$ cat config.mk
export PLATFORM = sky130hd
export DESIGN_NAME = sw_debounce
export DESIGN_NICKNAME = d
export VERILOG_FILES = /design/src/rtl/sw_debounce.sv
export SDC_FILE = /design/constraint.sdc
export NUM_CORES = 1
export LEC_CHECK = 0
export CORE_MARGIN = 3
export CORE_UTILIZATION = 64
export DETAILED_ROUTE_END_ITERATION = 10
export GPL_ROUTABILITY_DRIVEN = 0
export PLACE_DENSITY = 0.91
export SYNTH_ARGS = -nofsm -noshare
export SYNTH_HDL_FRONTEND = slang
export SYNTH_SLANG_ARGS = --single-unit
export TNS_END_PERCENT = 5
$ cat constraint.sdc
create_clock -name clk -period 5.81 [get_ports clk]
set_input_delay 0.581 -clock clk [delete_from_list [all_inputs] [get_ports clk]]
set_output_delay 0.581 -clock clk [all_outputs]
set_load 0.005 [all_outputs]
$ cat src/rtl/sw_debounce.sv
// ---------------------------------------------------------------------------
// sw_debounce
//
// Debounces a bank of ten slide switches. Each raw level is synchronized into
// the clk domain, then sampled once per shared tick. A bit only moves to a new
// level after STABLE_TICKS consecutive sampled ticks disagree with the current
// debounced level. All bits that flip on the same tick form one commit event,
// reported by a one-cycle strobe together with a mask of the bits that moved.
//
// The first tick after reset is a priming tick: the debounced levels are
// loaded straight from the synchronized inputs so downstream logic never sees
// a spurious "change" caused by the power-up state of the switches.
//
// Parameters
//   TICK_CYCLES   clk cycles per sample tick (2 .. 2^20)
//   STABLE_TICKS  consecutive differing ticks needed to accept a level (2..255)
//
// Ports
//   clk           system clock, all state on the rising edge
//   reset_n       asynchronous active-low reset
//   sw_raw        raw switch levels, asynchronous to clk
//   sw_stable     debounced switch levels (registered)
//   ready         high once sw_stable holds a real sample after reset
//   change_pulse  one-cycle strobe on every commit event
//   change_mask   bits that flipped on the last commit, held until the next
//   multi_change  more than one bit set in change_mask, held with it
//   event_count   number of change_pulse strobes since reset, wraps 255 -> 0
// ---------------------------------------------------------------------------
module sw_debounce #(
   parameter int unsigned TICK_CYCLES  = 50000,
   parameter int unsigned STABLE_TICKS = 10
) (
   input  logic       clk,
   input  logic       reset_n,
   input  logic [9:0] sw_raw,
   output logic [9:0] sw_stable,
   output logic       ready,
   output logic       change_pulse,
   output logic [9:0] change_mask,
   output logic       multi_change,
   output logic [7:0] event_count
);

   localparam int unsigned        TICK_W    = (TICK_CYCLES > 2) ? $clog2(TICK_CYCLES) : 1;
   localparam logic [TICK_W-1:0]  TICK_LAST = TICK_W'(TICK_CYCLES - 1);
   localparam logic [7:0]         CNT_LAST  = 8'(STABLE_TICKS - 1);

   // ------------------------------------------------------------------------
   // Reset release synchronizer. Assertion is immediate; release reaches the
   // tick counter only after two clean clk edges so the counter never starts
   // on a metastable reset edge.
   // ------------------------------------------------------------------------
   logic [1:0] rst_sync;
   logic       run_en;

   always_ff @(posedge clk or negedge reset_n) begin
      if (!reset_n) begin
         rst_sync <= 2'b00;
      end else begin
         // NOTE: registers are assigned with <= so every flop samples the
         // pre-edge value of its neighbours; = here would collapse the chain.
         rst_sync <= {rst_sync[0], 1'b1};
      end
   end

   assign run_en = rst_sync[1];

   // ------------------------------------------------------------------------
   // Two-flop input synchronizer; only sync_q2 is used downstream.
   // ------------------------------------------------------------------------
   logic [9:0] sync_q1;
   logic [9:0] sync_q2;

   always_ff @(posedge clk or negedge reset_n) begin
      if (!reset_n) begin
         sync_q1 <= '0;
         sync_q2 <= '0;
      end else begin
         sync_q1 <= sw_raw;
         sync_q2 <= sync_q1;
      end
   end

   // ------------------------------------------------------------------------
   // Shared sample tick: counter runs 0..TICK_CYCLES-1, tick is the single
   // cycle spent at the top value.
   // ------------------------------------------------------------------------
   logic [TICK_W-1:0] tick_cnt;
   logic              tick;

   assign tick = (tick_cnt == TICK_LAST);

   always_ff @(posedge clk or negedge reset_n) begin
      if (!reset_n) begin
         tick_cnt <= '0;
      end else if (run_en) begin
         if (tick) begin
            tick_cnt <= '0;
         end else begin
            tick_cnt <= tick_cnt + TICK_W'(1);
         end
      end
   end

   // ------------------------------------------------------------------------
   // Per-bit disagreement counters. cnt[i] holds how many consecutive ticks
   // have seen sync_q2[i] differ from sw_stable[i]; reaching CNT_LAST with
   // another differing tick commits the bit.
   // ------------------------------------------------------------------------
   logic [9:0][7:0] cnt;
   logic [9:0][7:0] cnt_next;
   logic [9:0]      commit_vec;
   logic            sample_en;

   // Counters only advance once the priming sample has been taken.
   assign sample_en = tick && ready;

   always_comb begin
      // NOTE: every output of this block gets a default first, so no path
      // leaves a signal unassigned and no latch is inferred.
      cnt_next   = cnt;
      commit_vec = '0;
      for (int i = 0; i < 10; i++) begin
         if (sample_en) begin
            if (sync_q2[i] == sw_stable[i]) begin
               cnt_next[i] = '0;
            end else if (cnt[i] == CNT_LAST) begin
               commit_vec[i] = 1'b1;
               cnt_next[i]   = '0;
            end else begin
               cnt_next[i] = cnt[i] + 8'd1;
            end
         end
      end
   end

   // ------------------------------------------------------------------------
   // Debounced state and commit reporting. sw_stable, change_mask,
   // multi_change and change_pulse all move on the same edge so a consumer
   // qualifying on change_pulse sees the matching data.
   // ------------------------------------------------------------------------
   logic [9:0] commit_low;
   logic       commit_multi;

   // Clearing the lowest set bit leaves something only if two or more were set.
   assign commit_low   = commit_vec & (commit_vec - 10'd1);
   assign commit_multi = |commit_low;

   always_ff @(posedge clk or negedge reset_n) begin
      if (!reset_n) begin
         // NOTE: the per-bit counter array is reset like any other register;
         // an aborted count must never survive into the next run.
         cnt          <= '0;
         sw_stable    <= '0;
         ready        <= 1'b0;
         change_pulse <= 1'b0;
         change_mask  <= '0;
         multi_change <= 1'b0;
         event_count  <= '0;
      end else begin
         cnt          <= cnt_next;
         change_pulse <= 1'b0;
         if (tick && !ready) begin
            // Priming tick: adopt whatever the switches read, silently.
            sw_stable <= sync_q2;
            ready     <= 1'b1;
         end else if (|commit_vec) begin
            sw_stable    <= sw_stable ^ commit_vec;
            change_mask  <= commit_vec;
            multi_change <= commit_multi;
            change_pulse <= 1'b1;
            event_count  <= event_count + 8'd1;
         end
      end
   end

   // ------------------------------------------------------------------------
   // Protocol properties: a strobe is one cycle wide and only follows priming.
   // ------------------------------------------------------------------------
   a_pulse_single : assert property (@(posedge clk) disable iff (!reset_n)
      change_pulse |=> !change_pulse);

   a_pulse_ready : assert property (@(posedge clk) disable iff (!reset_n)
      change_pulse |-> ready);

endmodule

==> results.txt <==
- Run status: complete, no violations
- Width of the chip: 111 um
* Initial antenna violation count: 0
- Top-Level Pins: 43
* Worst slack, placed: 2710 ps
* Post-Synthesis Cell Area: 7120 um^2
* Setup slack on the worst flop-to-flop path: 2630 ps
- Tcrit/Tclk final: 54.7%
- In this run the mean area of a mapped cell was 9.76 um^2.
* Synthesis Warnings: 0
* Hold Crit Class: input pin to async pin
* Area fraction of the dominant cell type after synthesis: 52.4%
- Net count after synthesis: 763
- Worst-path maximum fanout: 14
- After detailed routing, the number of remaining DRC violations is 0.
- After clock tree synthesis, the repair step resized 0 gates.
* Crit path required time: 6250 ps
- Iteration-0 DRC Markers: 423
- Setup repair after global routing left no endpoint under its margin.
* Type of the worst setup path: register to register
* Worst Clk Skew: 6.45 ps
- For the pin with the worst max-slew slack, the measured transition is 949 ps.
- Routed vias: 5802
- FF+latch count, synth: 149
- The count of nets left with antenna violations once routing finished came out at 0.
- The count of final max-slew check failures came to 0.
* Max-Slew Margin vs Limit: 36.5%
- Buffers placed on the I/O ports in this run total 42.
- Fill cell count: 655
- For the worst-skew pair, the clock arrives at the later sink with an insertion delay of 540 ps.
- Overall fraction of global-route tracks in use: 26.9%
- The number of antenna diodes in the final layout is 0.
- The initialized floorplan defines 37 standard-cell rows.
* Lkg Pwr: 3.60 nW
* Pwr Density: 259 nW/um^2
- Summed over all layers, the routed wires come to 15.9 mm.
- Max-cap check violation count: 0
- Once the floorplan was initialized, standard cells occupied 67.4% of the core.
- The floorplan step defined a die boundary enclosing 12400 um^2.
- The number of hold-slack violations in the final timing report was 0.
* Depth of the CTS H-tree: 4
- Via density: 6.27
- The first global-routing pass estimated 27.3 mm of wire.
- Area growth, synth to finish: 14.9%
- TritonCTS created 17 clock buffers.
- After technology mapping, the gate count stands at 729.
- Layout cells sized above 1: 7.10%
- Proportion of register bits with asynchronous set or reset after synthesis: 100%
* Critical Path, Cell by Cell: nor4bb_1, and3_1, nand2_1, nor2_1, nand3_1, o31ai_1
- The synthesized netlist contains 47 unique library cells.
- The design draws 2.11 mW.
- Delay-heaviest family, CP: simple AND/OR/NAND/NOR gates
- The clock net in this run drives a total of 149 sinks.
* Post CTS Setup Buffer Count: 0
- The die is 111 um tall.
* Critical-path cell with the highest stage delay: sky130_fd_sc_hd__nor2_1
* Number of global-route vias before repair: 5783
* Leading cell types by total area after synthesis: sky130_fd_sc_hd__dfrtp_1 (52%), sky130_fd_sc_hd__o21ai_0 (8.6%), sky130_fd_sc_hd__nand2_1 (5.4%)
- The number of hold buffers added after CTS was 0.
* Total gr overflow: 0
- For this run, the slowest stage of the critical path takes 880 ps.
* Worst path arrival time: 3620 ps
- The top cell types in the final layout, fill and taps aside, are sky130_fd_sc_hd__dfrtp_1 (149), sky130_fd_sc_hd__o21ai_0 (123), sky130_fd_sc_hd__nand2_1 (102), sky130_fd_sc_hd__nand3_1 (44), sky130_fd_sc_hd__clkdlybuf4s50_1 (41).
* Type of destination of the critical path: register
* Area inside the core boundary: 10600 um^2
- Flip-flop cell with the highest count after synthesis: sky130_fd_sc_hd__dfrtp_1
- At the end of the flow the core is filled with cells to 77.5%.
* Number of enable flip-flop cells after synthesis: 0
* DRT Pass-1 Iters: 5
* Hpwl dp: 10.3 mm
- Clock-pin slew was measured on the worst setup and hold paths at 60 ps.
- FMAX: 314 MHz
* CTS tree: done
- STA classifies the critical path startpoint as a register.
- At the end of the flow, the number of nets in the layout was 811.
- Clk Tree Root Cell: sky130_fd_sc_hd__clkbuf_8
- After synthesis, flip-flops and latches occupy 52.4% of the total area.
- Crit path buffers/inverters: 0
- The clock period could shrink to 3180 ps.
- Setup violations remaining at the end of the flow were counted as 0.
- Most frequent standard cell in the layout excluding fill and tap cells: sky130_fd_sc_hd__dfrtp_1
- Post-layout worst setup margin: 2630 ps
- The worst register-to-register path begins at tick_cnt[13].
- Worst r2r dst: cnt[23]
- Area leader, netlist: sky130_fd_sc_hd__dfrtp_1
- Dividing the detail-routed wire length by the instance count gives 17.2 um.
- For the final routed database, the setup TNS stands at 0 ps.
* Maximum VDD drop: 0.243 mV
- Maximum root-to-sink buffer count: 2
- Largest net degree at the start of global routing: 93
* FF-to-FF path depth: 6
## worst reg2reg max path, cell delays in order (launching register included)
cell	delay, ps
sky130_fd_sc_hd__dfrtp_1	420
sky130_fd_sc_hd__nor4bb_1	380
sky130_fd_sc_hd__and3_1	280
sky130_fd_sc_hd__nand2_1	390
sky130_fd_sc_hd__nor2_1	880
sky130_fd_sc_hd__nand3_1	390
sky130_fd_sc_hd__o31ai_1	350
## cell type report
cell class	count	area [um^2]	share of cell area [%]
sequential	149	3730	45.6
multi-input combinational	550	3280	40.1
clock buffer	26	478	5.84
timing repair buffer	45	444	5.43
tap	136	170	2.08
inverter	14	52.6	0.642
clock inverter	5	25.0	0.306
## state kept, by name, indices dropped and copies added, names as in the netlist, 2 cells and up
name / count
tick_cnt: 16
sync_q2: 10
sw_stable: 10
change_mask: 10
cnt: 80
rst_sync: 2
event_count: 8
sync_q1: 10
## cell families after synthesis
logic type | synth area share, %
AO/OA/AOI/OAI | 13.1
buffers and inverters | 1.60
flip-flops | 52.4
other | 0.0527
adder cells (fa/ha/maj) | 4.01
multiplexers | 2.36
XOR/XNOR | 3.69
AND/OR/NAND/NOR | 22.8
## stage by stage
stage	std cells	hold WS [ps]	cell area, um^2
2_1_floorplan	729	285	7120
3_3_place_gp	894	333	7670
3_5_place_dp	894	336	7670
4_1_cts	925	135	8170
5_1_grt	925	173	8180
6_report	925	84.7	8180
## worst max path at each step
stage                  from              to  slack [ps]  depth (start not counted)
2_1_floorplan       cnt[48]  event_count[0]        3460                          8
3_3_place_gp        cnt[48]  change_mask[6]        2860                          6
3_5_place_dp        cnt[48]  change_mask[3]        2710                          6
4_1_cts             cnt[48]  event_count[1]        2690                          7
5_1_grt        tick_cnt[13]         cnt[23]        2440                          6
6_report       tick_cnt[13]         cnt[23]        2630                          6
## cell usage after synthesis, types with 8 or more instances
library cell,n
sky130_fd_sc_hd__dfrtp_1,149
sky130_fd_sc_hd__o21ai_0,123
sky130_fd_sc_hd__nand2_1,102
sky130_fd_sc_hd__nand3_1,44
sky130_fd_sc_hd__and3_1,38
sky130_fd_sc_hd__a21oi_1,26
sky130_fd_sc_hd__nor2_1,24
sky130_fd_sc_hd__ha_1,22
sky130_fd_sc_hd__nand2b_1,21
sky130_fd_sc_hd__nor3_1,19
sky130_fd_sc_hd__xnor2_1,17
sky130_fd_sc_hd__clkbuf_1,15
sky130_fd_sc_hd__inv_1,14
sky130_fd_sc_hd__mux2_2,14
sky130_fd_sc_hd__nand4_1,13
sky130_fd_sc_hd__or3_1,13
sky130_fd_sc_hd__xor2_1,13
sky130_fd_sc_hd__o31ai_1,8
## routing by layer
layer | share of wire (%) | track usage (%) | vias up
li1 | - | - | 2712
met1 | 42 | 34.5 | 2801
met2 | 49 | 43.4 | 248
met3 | 6.3 | 6.30 | 41
met4 | 2.7 | 12.7 | 0
met5 | 0 | 0 | -
## report_power, final
group	leakage, nW	switching, mW	internal (mW)
registers	2.02	0.0268	1.06
clock network	0.253	0.399	0.553
logic	1.33	0.0448	0.0273
total	3.60	0.471	1.64
Power figures use the tool's default switching activity.
